`config.mk`:
```
export PLATFORM = sky130hd
export DESIGN_NAME = str_reverser_flat
export DESIGN_NICKNAME = d
export VERILOG_FILES = /design/src/rtl/str_reverser_if.sv /design/src/rtl/str_reverser.sv /design/src/flat_wrapper.sv
export SDC_FILE = /design/constraint.sdc
export NUM_CORES = 1
export LEC_CHECK = 0
export ABC_AREA = 1
export BUFFER_PORTS_ARGS = -buffer_cell sky130_fd_sc_hd__buf_2
export CAP_MARGIN = 15
export CORE_MARGIN = 5
export CORE_UTILIZATION = 35
export CTS_CLUSTER_DIAMETER = 60
export CTS_CLUSTER_SIZE = 16
export DETAILED_ROUTE_END_ITERATION = 8
export PLACE_DENSITY = 0.6
export SKIP_CTS_REPAIR_TIMING = 1
export SYNTH_ARGS = -nofsm -noshare
export SYNTH_HDL_FRONTEND = slang
export SYNTH_SLANG_ARGS = --single-unit
```
`constraint.sdc`:
```
create_clock -name clk -period 4.7 [get_ports clk]
set_clock_uncertainty 0.15 [all_clocks]
set_input_delay 0.235 -clock clk [delete_from_list [all_inputs] [get_ports clk]]
set_output_delay 0.235 -clock clk [all_outputs]
set_load 0.02 [all_outputs]
```
`src/rtl/str_reverser_if.sv`:
```
// str_reverser_if: valid/ready input and output element streams of the string reverser.
interface str_reverser_if #(
  parameter int WIDTH = 8
);
  logic             in_valid;
  logic             in_ready;
  logic [WIDTH-1:0] in_data;
  logic             in_last;
  logic             in_mode;
  logic             out_valid;
  logic             out_ready;
  logic [WIDTH-1:0] out_data;
  logic             out_last;
  modport master (
    output in_valid, in_data, in_last, in_mode, out_ready,
    input  in_ready, out_valid, out_data, out_last
  );
  modport slave (
    input  in_valid, in_data, in_last, in_mode, out_ready,
    output in_ready, out_valid, out_data, out_last
  );
endinterface

```
`src/rtl/str_reverser.sv`:
```
// str_reverser: buffers one string of up to DEPTH elements and replays it reversed or in order.
// Optional macro STR_REV_OVF_EN: beats beyond DEPTH are dropped until in_last and an overflow flag is raised.
module str_reverser #(
  parameter int WIDTH = 8,
  parameter int DEPTH = 16
) (
  input  logic           clk,
  input  logic           rst,
  str_reverser_if.slave  s,
  output logic           busy,
  output logic           done
`ifdef STR_REV_OVF_EN
  ,
  output logic           overflow
`endif
);
  localparam int CW = $clog2(DEPTH + 1);
  localparam int AW = $clog2(DEPTH);
  localparam logic [CW-1:0] ONE = CW'(1);
  localparam logic [CW-1:0] TOP = CW'(DEPTH - 1);
  localparam logic [CW-1:0] FULL = CW'(DEPTH);
  typedef enum logic [1:0] {LOAD, EMIT, DROP} state_t;
  state_t state, state_nx;
  logic [WIDTH-1:0] mem [DEPTH];
  logic [CW-1:0] wr_cnt, rd_ptr, len;
  logic mode, mode_now, in_fire, out_fire, close, last_elem, fin;
  assign in_fire = s.in_valid && s.in_ready;
  assign out_fire = s.out_valid && s.out_ready;
  // mode is only taken from the first beat; later beats reuse the latched value
  assign mode_now = (wr_cnt == '0) ? s.in_mode : mode;
  assign close = state == LOAD && in_fire && (s.in_last || wr_cnt == TOP);
  // the len-th element is the lowest address when reversing, the highest when passing through
  assign last_elem = mode ? (rd_ptr == len - ONE) : (rd_ptr == '0);
  assign fin = state == EMIT && out_fire && last_elem;
  // state register
  always_ff @(posedge clk or posedge rst)
    if (rst) state <= LOAD;
    else state <= state_nx;
  // next-state decode
  always_comb begin
    state_nx = state;
    if (close)
`ifdef STR_REV_OVF_EN
      state_nx = s.in_last ? EMIT : DROP;
`else
      state_nx = EMIT;
`endif
    else if (state == DROP && in_fire && s.in_last) state_nx = EMIT;
    else if (fin) state_nx = LOAD;
  end
  // stream outputs; out_data is an asynchronous read at the registered pointer
  always_comb begin
    s.in_ready = state != EMIT;
    s.out_valid = state == EMIT;
    s.out_last = state == EMIT && last_elem;
    s.out_data = mem[rd_ptr[AW-1:0]];
    busy = state != LOAD || wr_cnt != '0;
  end
  // write counter, length, mode latch, read pointer and done pulse
  always_ff @(posedge clk or posedge rst)
    if (rst) begin
      wr_cnt <= '0;
      rd_ptr <= '0;
      len <= '0;
      mode <= 1'b0;
      done <= 1'b0;
    end else begin
      done <= fin;
      if (state == LOAD && in_fire) begin
        wr_cnt <= close ? '0 : wr_cnt + ONE;
        mode <= mode_now;
      end
      if (close) begin
        len <= wr_cnt + ONE;
        rd_ptr <= mode_now ? '0 : wr_cnt;
      end
      if (state == DROP && in_fire && s.in_last) begin
        len <= FULL;
        rd_ptr <= mode ? '0 : TOP;
      end
      if (state == EMIT && out_fire && !last_elem) rd_ptr <= mode ? rd_ptr + ONE : rd_ptr - ONE;
    end
  // element storage, written only while loading
  always_ff @(posedge clk)
    if (state == LOAD && in_fire) mem[wr_cnt[AW-1:0]] <= s.in_data;
`ifdef STR_REV_OVF_EN
  // overflow flag: set on entering DROP, cleared with the done pulse
  always_ff @(posedge clk or posedge rst)
    if (rst) overflow <= 1'b0;
    else if (close && !s.in_last) overflow <= 1'b1;
    else if (fin) overflow <= 1'b0;
`endif
endmodule

```
`src/flat_wrapper.sv`:
```
// flat-port wrapper written by rule: the top's interface ports become plain ports
module str_reverser_flat 
#(
  parameter int WIDTH = 8,
  parameter int DEPTH = 16
)
  (clk, rst, busy, done, s_in_valid, s_in_data, s_in_last, s_in_mode, s_out_ready, s_in_ready, s_out_valid, s_out_data, s_out_last);
  str_reverser_if #(.WIDTH(WIDTH)) s_i ();
  input  logic clk;
  input  logic rst;
  output logic busy;
  output logic done;
  input wire logic [$bits(s_i.in_valid)-1:0] s_in_valid;
  input wire logic [$bits(s_i.in_data)-1:0] s_in_data;
  input wire logic [$bits(s_i.in_last)-1:0] s_in_last;
  input wire logic [$bits(s_i.in_mode)-1:0] s_in_mode;
  input wire logic [$bits(s_i.out_ready)-1:0] s_out_ready;
  output wire logic [$bits(s_i.in_ready)-1:0] s_in_ready;
  output wire logic [$bits(s_i.out_valid)-1:0] s_out_valid;
  output wire logic [$bits(s_i.out_data)-1:0] s_out_data;
  output wire logic [$bits(s_i.out_last)-1:0] s_out_last;
  assign s_i.in_valid = s_in_valid;
  assign s_i.in_data = s_in_data;
  assign s_i.in_last = s_in_last;
  assign s_i.in_mode = s_in_mode;
  assign s_i.out_ready = s_out_ready;
  assign s_in_ready = s_i.in_ready;
  assign s_out_valid = s_i.out_valid;
  assign s_out_data = s_i.out_data;
  assign s_out_last = s_i.out_last;
  str_reverser #(.WIDTH(WIDTH), .DEPTH(DEPTH)) u_core (.clk(clk), .rst(rst), .s(s_i), .busy(busy), .done(done));
endmodule
```
==> impl_metrics.yaml, run 1 <==
worst_setup_path:
  crit_buf_inv: 2
  crit_fanout: 21
  slowest_stage: "dfrtp_1"
  cp-end-kind: "primary output"
  required_ns: 4.32
  worst_path_largest_cell_delay_ns: 0.92
  cpLargestDelayFamily: "flip-flops"
  start_kind: "register"
  r2r_slack_ns: 1.90
  critPathArrivalTime_ns: 2.61
  crit_chain: "inv_2, nand3_1, nand2_1, a21oi_2, nand2_4, a21oi_1, buf_2"
  critPathKind: "reg2out"
sta:
  tns_ns: 0
  fmax_ghz: 0.334
  setup_viol: 0
  hold_viol: 0
  tightest_slew_ns: 0.961
  timing.hold.ws_ns: 0.0218
  relSlewSlack_pct: 35.7
  fin_crit_ns: 3.00
  fin_crit_sh_pct: 63.8
  final_max_slew_viol_count: 0
  rsz0062_at_grt: "no"
placed_design:
  place.gp.congestion: 0.821
  portBuffers: 26
  place_hpwl_um: 8770
power:
  power_frac_clock_pct: 29.3
  ir_drop_v: 0.000478
  switching_share_pct: 38.7
  p_int_mw: 2.80
  power.switching_mw: 1.76
  power_frac_comb_pct: 34.9
  seqPwrFrac_pct: 35.8
  powerDensity_nw_per_um2: 635
  leakagePower_nw: 2.55
layout:
  final_core_util_pct: 40.3
  area_growth_pct: 14.1
  antennaDiodeCount: 0
  fin_nets: 579
  drive_above_1_share_pct: 13.9
cts:
  clkSinkCount: 146
  path_clk_slew_ns: 0.06
  clock_latency_ns: 0.42
  root_buffer: "clkbuf_16"
  cts_max_path_buffers: 2
  cts_buffers: 17
  cts.htree.levels: 4
  cts_tree: "built"
floorplanning:
  fp.dieH_um: 144
  die_area_um2: 20800
  num_rows: 49
  io_pins: 27
  die_x_um: 144
  start_util_pct: 35.3
  fp.coreArea_um2: 17800
synth:
  synth_cells: 534
  syn-num-nets: 558
  yosysMostFrequentCell: "edfxtp_1"
  synth_largest_area_cell: "edfxtp_1"
  syn_area_um2: 6300
  synthArstFlopShare_pct: 12.3
  synth_flop_cell: "edfxtp_1"
  postSynthAreaPerCell_um2: 11.8
  synth.top_cell.area_share_pct: 61.0
  synth_edf_count: 128
  yosysSeqAreaShare_pct: 68.2
  synthTopCellsByCount: "128 x edfxtp_1, 87 x nor2_1, 75 x o21ai_0"
  synth-seq-cells: 146
  yosysWarningCount: 0
  synth.area.top_cells: "edfxtp_1 61%, dfrtp_1 7.2%, o21ai_0 6.0%"
  synth_cell_type_count: 34
routing:
  wirelength_um: 14300
  drtIter0Drc: 287
  ant_nets: 0
  num_vias: 4143
  drcViolationCount: 0
  vias_per_cell: 5.20
  first_pass_iters: 5
  drt-wirelength-per-cell_um: 17.9
outcome:
  outcome: "completed"
global_routing:
  grt_usage_pct: 14.3
  grt_first_pass_wirelength_um: 22100
  grt_pass1_vias: 3922
  antenna_found_initial: 0
  grt_overflow: 0
  grt_max_degree: 70
flow_run:
  max_cap_violations: 0
hold_path:
  hold_class: "in2reg"
[power by group through the flow]
stage / Sequential, mW / Combinational, mW / Clock (mW)
after floorplan: 1.60 / 1.22 / 0
after global placement: 1.65 / 1.57 / 0
after detailed placement: 1.66 / 1.60 / 0
after CTS: 1.63 / 1.60 / 1.36
after global routing: 1.65 / 1.79 / 1.42
final: 1.63 / 1.59 / 1.33
[registers in the layout (all words and copies together), names as in the netlist]
| name | count |
|---|---|
| u_core.len | 5 |
| u_core.state | 1 |
| u_core.rd_ptr | 5 |
| u_core.wr_cnt | 5 |
| u_core.mode | 1 |
| u_core.mem | 128 |
| u_core.done | 1 |
[worst min-delay path, stage by stage]
cell and delay (ns):
buf_2 0.09, o21ai_2 0.09, a21oi_1 0.14
[per-layer routing]
metal | vias up | wire length (µm) | GRT usage [%]
met5 | - | 0 | 0
met1 | 2023 | 6400 | 19.2
met2 | 136 | 6820 | 22.4
met4 | 0 | 186 | 4.47
met3 | 15 | 879 | 4.13
li1 | 1969 | - | -
[cells in the final DEF, fill, tap and decap left out, drive strengths merged, types with 2 or more instances in the layout]
master,n
o221ai,21
or2,2
o22ai,13
edfxtp,128
clkbuf,18
clkinv,4
o21ai,83
nand4,3
ha,9
a21oi,6
nor3,2
bufinv,2
nor2,88
buf,30
nand2,59
xor2,6
inv,37
o211ai,7
dfrtp,18
clkinvlp,4
nand3,24
[final cells by class]
cell class	count	area (µm²)
clock inverters	14	155
fillers	1647	10700
multi-input cells	326	1720
repair buffers	31	170
clock buffers	18	429
inverters	33	125
flip-flops and latches	146	4300
well taps	229	287
[final timing paths]
| kind | start | to | cells after the start |
|---|---|---|---|
| setup / recovery | u_core.rd_ptr[2]$_DFFE_PP0P_ | s_out_last | 7 |
| setup reg to reg | u_core.rd_ptr[1]$_DFFE_PP0P_ | u_core.rd_ptr[4]$_DFFE_PP0P_ | 9 |
| max in group asynchronous | rst | u_core.rd_ptr[0]$_DFFE_PP0P_ | 3 |
| hold / removal | s_in_mode | u_core.mode$_DFFE_PP0P_ | 3 |
| hold reg to reg | u_core.len[4]$_DFFE_PP0P_ | u_core.len[4]$_DFFE_PP0P_ | 2 |
| min in group asynchronous | rst | u_core.done$_DFF_PP0_ | 3 |
[stage by stage]
stage                     worst slack, ns  total power, mW  cell area [µm²]  instances
after floorplan                      2.59             2.82             6300        534
after CTS                            1.63             4.59             7170        796
after global placement               1.94             3.23             6590        764
after detailed placement             1.91             3.26             6590        764
final                                1.70             4.56             7180        797
after global routing                 1.50             4.86             7180        797
[cells by family (layout without fill, tap and decap cells)]
family,after synthesis,in the layout,synth area share [%]
compound gates,131,131,12.4
simple gates,179,179,12.0
flops,146,146,68.2
fa+ha+maj,10,10,2.11
xor+xnor,6,6,0.834
buf+inv,62,96,4.47
(Power assumes the default switching activity.)
==> run 2: changes to the inputs <==
==> constraint.sdc (replaced) <==
create_clock -name clk -period 2.8 [get_ports clk]
set_clock_uncertainty 0.15 [all_clocks]
set_input_delay 0.14 -clock clk [delete_from_list [all_inputs] [get_ports clk]]
set_output_delay 0.14 -clock clk [all_outputs]
set_load 0.02 [all_outputs]
==> impl_metrics.yaml, run 2 (same netlist as run 1, synthesis figures left out) <==
outcome:
  outcome: "completed"
routing:
  wirelength_um: 14900
  drt-wirelength-per-cell_um: 18.0
  ant_nets: 0
  drcViolationCount: 0
  num_vias: 4325
  first_pass_iters: 5
  drtIter0Drc: 389
  vias_per_cell: 5.22
sta:
  tightest_slew_ns: 0.723
  fmax_ghz: 0.398
  rsz0062_at_grt: "no"
  fin_crit_ns: 2.52
  tns_ns: 0
  fin_crit_sh_pct: 89.8
  hold_viol: 0
  relSlewSlack_pct: 51.8
  final_max_slew_viol_count: 0
  setup_viol: 0
hold_path:
  holdPathEnd: "u_core.wr_cnt[3]$_DFFE_PP0P_"
  whs_path_depth: 5
  hold_class: "in2reg"
  min_from: "s_in_last"
worst_setup_path:
  crit_top_cell: "o21ai_0"
  crit_buf_inv: 3
  slowest_stage: "dfrtp_2"
  critPathArrivalTime_ns: 2.23
  cpLargestDelayFamily: "buffers and inverters"
  start_kind: "register"
  r2r-end: "u_core.rd_ptr[3]$_DFFE_PP0P_"
  required_ns: 2.51
  cp-end-kind: "primary output"
  crit_fanout: 49
  r2r-start: "u_core.wr_cnt[1]$_DFFE_PP0P_"
  critPathKind: "reg2out"
  r2r_slack_ns: 0.45
  worst_path_largest_cell_delay_ns: 0.41
  crit_chain: "inv_2, buf_12, o21ai_0, o221ai_1, o21ai_0, o21ai_1, buf_2"
  r2r.worst_path.cells: 12
cts:
  cts_tree: "built"
  clkSinkCount: 146
  cts.htree.levels: 4
  clock_latency_ns: 0.41
  root_buffer: "clkbuf_16"
  path_clk_slew_ns: 0.06
  cts_max_path_buffers: 2
  cts_buffers: 17
global_routing:
  grt_max_degree: 70
  grt_usage_pct: 14.8
  grt_pass1_vias: 4163
  grt_overflow: 0
  grt_first_pass_wirelength_um: 23300
  antenna_found_initial: 0
placed_design:
  place.gp.congestion: 0.852
  place_hpwl_um: 9210
  portBuffers: 26
power:
  powerDensity_nw_per_um2: 1040
  leakagePower_nw: 2.72
  ir_drop_v: 0.000684
floorplanning:
  num_rows: 49
  fp.dieH_um: 144
  die_area_um2: 20800
  fp.coreArea_um2: 17800
  die_x_um: 144
  io_pins: 27
  start_util_pct: 35.3
flow_run:
  max_cap_violations: 0
layout:
  largest_reg_flops: 128
  final_cell_mix: "128 x edfxtp_1, 87 x nor2_1, 75 x o21ai_0"
  fin_nets: 611
  antennaDiodeCount: 0
  drive_above_1_share_pct: 16.4
  nFillCells: 1644
  final_core_util_pct: 41.9
  area_growth_pct: 18.6
  layout_commonest_cell: "edfxtp_1"
==> run 2: cell count changes in the layout (fill, tap and decap cells not counted), sizes merged <==
cell	previous run	this run
dlygate4sd3	1	11
inv	37	35
clkinvlp	4	1
buf	30	52
clkbuf	18	19
bufinv	2	3
clkinv	4	6
==> run 2: worst max path at each step <==
stage | start | to | slack, ns | depth (start not counted)
after detailed placement | u_core.wr_cnt[1]$_DFFE_PP0P_ | u_core.rd_ptr[3]$_DFFE_PP0P_ | 0.51 | 12
final | u_core.rd_ptr[0]$_DFFE_PP0P_ | s_out_data[0] | 0.28 | 7
after CTS | u_core.rd_ptr[0]$_DFFE_PP0P_ | s_out_data[7] | 0.17 | 6
after global placement | u_core.wr_cnt[1]$_DFFE_PP0P_ | u_core.rd_ptr[0]$_DFFE_PP0P_ | 0.57 | 11
after floorplan | u_core.rd_ptr[0]$_DFFE_PP0P_ | u_core.rd_ptr[4]$_DFFE_PP0P_ | 0.69 | 11
after global routing | u_core.rd_ptr[0]$_DFFE_PP0P_ | s_out_data[0] | 0.07 | 7
==> run 2: final cells by class <==
type	instances	area (µm²)	share of cell area, %
clock buffer	19	433	5.79
timing repair buffer	63	452	6.04
inverter	33	125	1.67
clock inverter	12	158	2.11
sequential	146	4300	57.5
tap	229	287	3.83
multi-input combinational	326	1720	23.1
==> run 2: worst register-to-register path, delay by kind of cell, from the launching register on <==
kind | cells | cell delay (ns)
and+or+nand+nor | 7 | 0.96
adders and majority gates | 2 | 0.43
DFF | 1 | 0.43
buffers and inverters | 3 | 0.32
==> run 2: report_power, final <==
| group | switching (mW) | internal, mW |
|---|---|---|
| logic | 1.93 | 0.899 |
| registers | 0.172 | 2.53 |
| clock network | 0.870 | 1.40 |
| total | 2.97 | 4.83 |
==> run 2: layer usage <==
metal	vias up	track usage [%]	share of wire (%)
met3	11	4.00	6.5
met5	-	0	0
met4	0	3.24	0.91
met2	149	23.8	48
met1	2136	20.3	44
li1	2029	-	-
==> run 2: metrics by stage <==
| stage | instances | worst slack, ns | instance area, µm² | power (mW) | hold slack, ns |
|---|---|---|---|---|---|
| after floorplan | 534 | 0.689 | 6300 | 4.74 | -0.0714 |
| final | 828 | 0.285 | 7470 | 7.80 | 0.0239 |
| after CTS | 817 | 0.174 | 7360 | 7.81 | -0.302 |
| after detailed placement | 786 | 0.509 | 6770 | 5.55 | 0.137 |
| after global placement | 786 | 0.567 | 6770 | 5.50 | 0.134 |
| after global routing | 828 | 0.0696 | 7470 | 8.32 | 0.0425 |
==> run 3: changes to the inputs <==
==> constraint.sdc (replaced) <==
create_clock -name clk -period 2.8 [get_ports clk]
set_clock_uncertainty 0.15 [all_clocks]
set_input_delay 0.14 -clock clk [delete_from_list [all_inputs] [get_ports clk]]
set_output_delay 0.14 -clock clk [all_outputs]
set_load 0.1 [all_outputs]
==> impl_metrics.yaml, run 3 (same netlist as run 1, synthesis figures left out) <==
cts:
  clock_latency_ns: 0.42
  cts_buffers: 17
  cts_tree: "built"
  cts.htree.levels: 4
  clkSinkCount: 146
  cts_max_path_buffers: 2
  path_clk_slew_ns: 0.06
  root_buffer: "clkbuf_16"
global_routing:
  grt_pass1_vias: 4104
  grt_busiest_layer: "met2"
  gr-usage-met3_pct: 4.50
  grt_max_degree: 70
  antenna_found_initial: 0
  grt_overflow: 0
  grt_util_met1_pct: 20.7
  grt_first_pass_wirelength_um: 23500
  met2_usage_pct: 24.4
  grt_usage_pct: 15.3
power:
  power_mw: 8.86
  powerDensity_nw_per_um2: 1180
  leakagePower_nw: 2.71
  ir_drop_v: 0.00169
sta:
  fin_crit_sh_pct: 94.6
  fmax_ghz: 0.378
  setup_viol: 0
  final_max_slew_viol_count: 0
  tns_ns: 0
  timing.hold.ws_ns: -0.00560
  tightest_slew_ns: 0.715
  rsz0062_at_grt: "no"
  relSlewSlack_pct: 52.3
  fin_crit_ns: 2.65
  hold_viol: 1
placed_design:
  place.gp.congestion: 0.844
  portBuffers: 26
  place_hpwl_um: 9120
floorplanning:
  num_rows: 49
  start_util_pct: 35.3
  io_pins: 27
  fp.dieH_um: 144
  die_x_um: 144
  fp.coreArea_um2: 17800
  die_area_um2: 20800
worst_setup_path:
  r2r-start: "u_core.rd_ptr[1]$_DFFE_PP0P_"
  critPathArrivalTime_ns: 2.36
  worst_path_largest_cell_delay_ns: 0.53
  required_ns: 2.51
  critPathKind: "reg2out"
  cp-end-kind: "primary output"
  crit_chain: "clkinv_2, nand2_1, nand2_1, nand2_1, a21oi_2, nand2_4, a21oi_4, buf_2"
  slowest_stage: "dfrtp_1"
  crit_start: "u_core.rd_ptr[3]$_DFFE_PP0P_"
  r2r_slack_ns: 0.53
  crit_top_cell: "nand2_1"
  start_kind: "register"
  crit_fanout: 16
hold_path:
  hold_class: "in2reg"
  min_from: "s_in_last"
routing:
  num_vias: 4306
  first_pass_iters: 5
  drtIter0Drc: 409
  ant_nets: 0
  drcViolationCount: 0
  drt-wirelength-per-cell_um: 18.5
  wirelength_um: 15300
  vias_per_cell: 5.22
layout:
  drive_above_1_share_pct: 16.8
  final_cell_mix: "128 x edfxtp_1, 87 x nor2_1, 75 x o21ai_0"
  fin_nets: 607
  area_growth_pct: 19.2
  antennaDiodeCount: 0
  largest_reg_flops: 128
  layout_commonest_cell: "edfxtp_1"
flow_run:
  max_cap_violations: 0
outcome:
  violations: "hold timing"
  outcome: "finished with violations"
## run 3: cell count changes in the layout (fill, tap and decap cells not counted), moves of 2 or more
cell	previous run	this run
buf_12	1	7
buf_2	26	21
buf_4	24	21
bufinv_16	3	1
clkbuf_1	2	0
clkinv_1	1	3
clkinv_2	3	5
clkinvlp_4	1	3
inv_2	5	3
inv_6	2	5
## run 3: power breakdown
group	switching, mW	total, mW	internal [mW]
Sequential	0.178	2.71	2.53
Clock	0.919	2.15	1.23
Combinational	2.85	4.01	1.16
## run 3: path summary, 6_finish.rpt
| check | depth (start not counted) | to |
|---|---|---|
| worst max register to register | 8 | u_core.rd_ptr[4]$_DFFE_PP0P_ |
| worst max-delay path | 8 | s_out_last |
| worst min-delay path | 5 | u_core.wr_cnt[0]$_DFFE_PP0P_ |
| max in group asynchronous | 3 | u_core.rd_ptr[0]$_DFFE_PP0P_ |
| worst min register to register | 2 | u_core.len[4]$_DFFE_PP0P_ |
| min in group asynchronous | 3 | u_core.len[4]$_DFFE_PP0P_ |
## run 3: cell type report
cell class,count,area (µm²)
fill,1648,10300
sequential,146,4300
clock inverter,15,130
timing repair buffer,59,503
clock buffer,17,425
tap,229,287
multi-input combinational,326,1740
inverter,33,131
## run 3: worst max-delay path, delay by kind of cell (launching register included)
kind                   cells  cell delay [ns]
buffers and inverters      2             0.76
flip-flops                 1             0.53
AND/OR/NAND/NOR            4             0.34
AO/OA/AOI/OAI              2             0.30
## run 3: stage by stage
step                      cells  worst slack [ns]  utilization, %  area [µm²]  hold WS, ns
final                       825             0.152            42.1        7510     -0.00560
after global routing        825           0.00730            42.1        7510       0.0109
after CTS                   815            0.0897            41.5        7400       -0.310
after detailed placement    783             0.556            38.4        6850        0.145
after global placement      783             0.515            38.4        6850        0.138
after floorplan             534            0.0519               -        6310      -0.0715
## run 3: layer usage
layer  routed length, µm  share of wire, %  up-vias
li1                    -                 -     2024
met5                   0                 0        -
met4                 222               1.5        0
met3                 826               5.4       20
met2                7230                47      131
met1                6990                46     2131
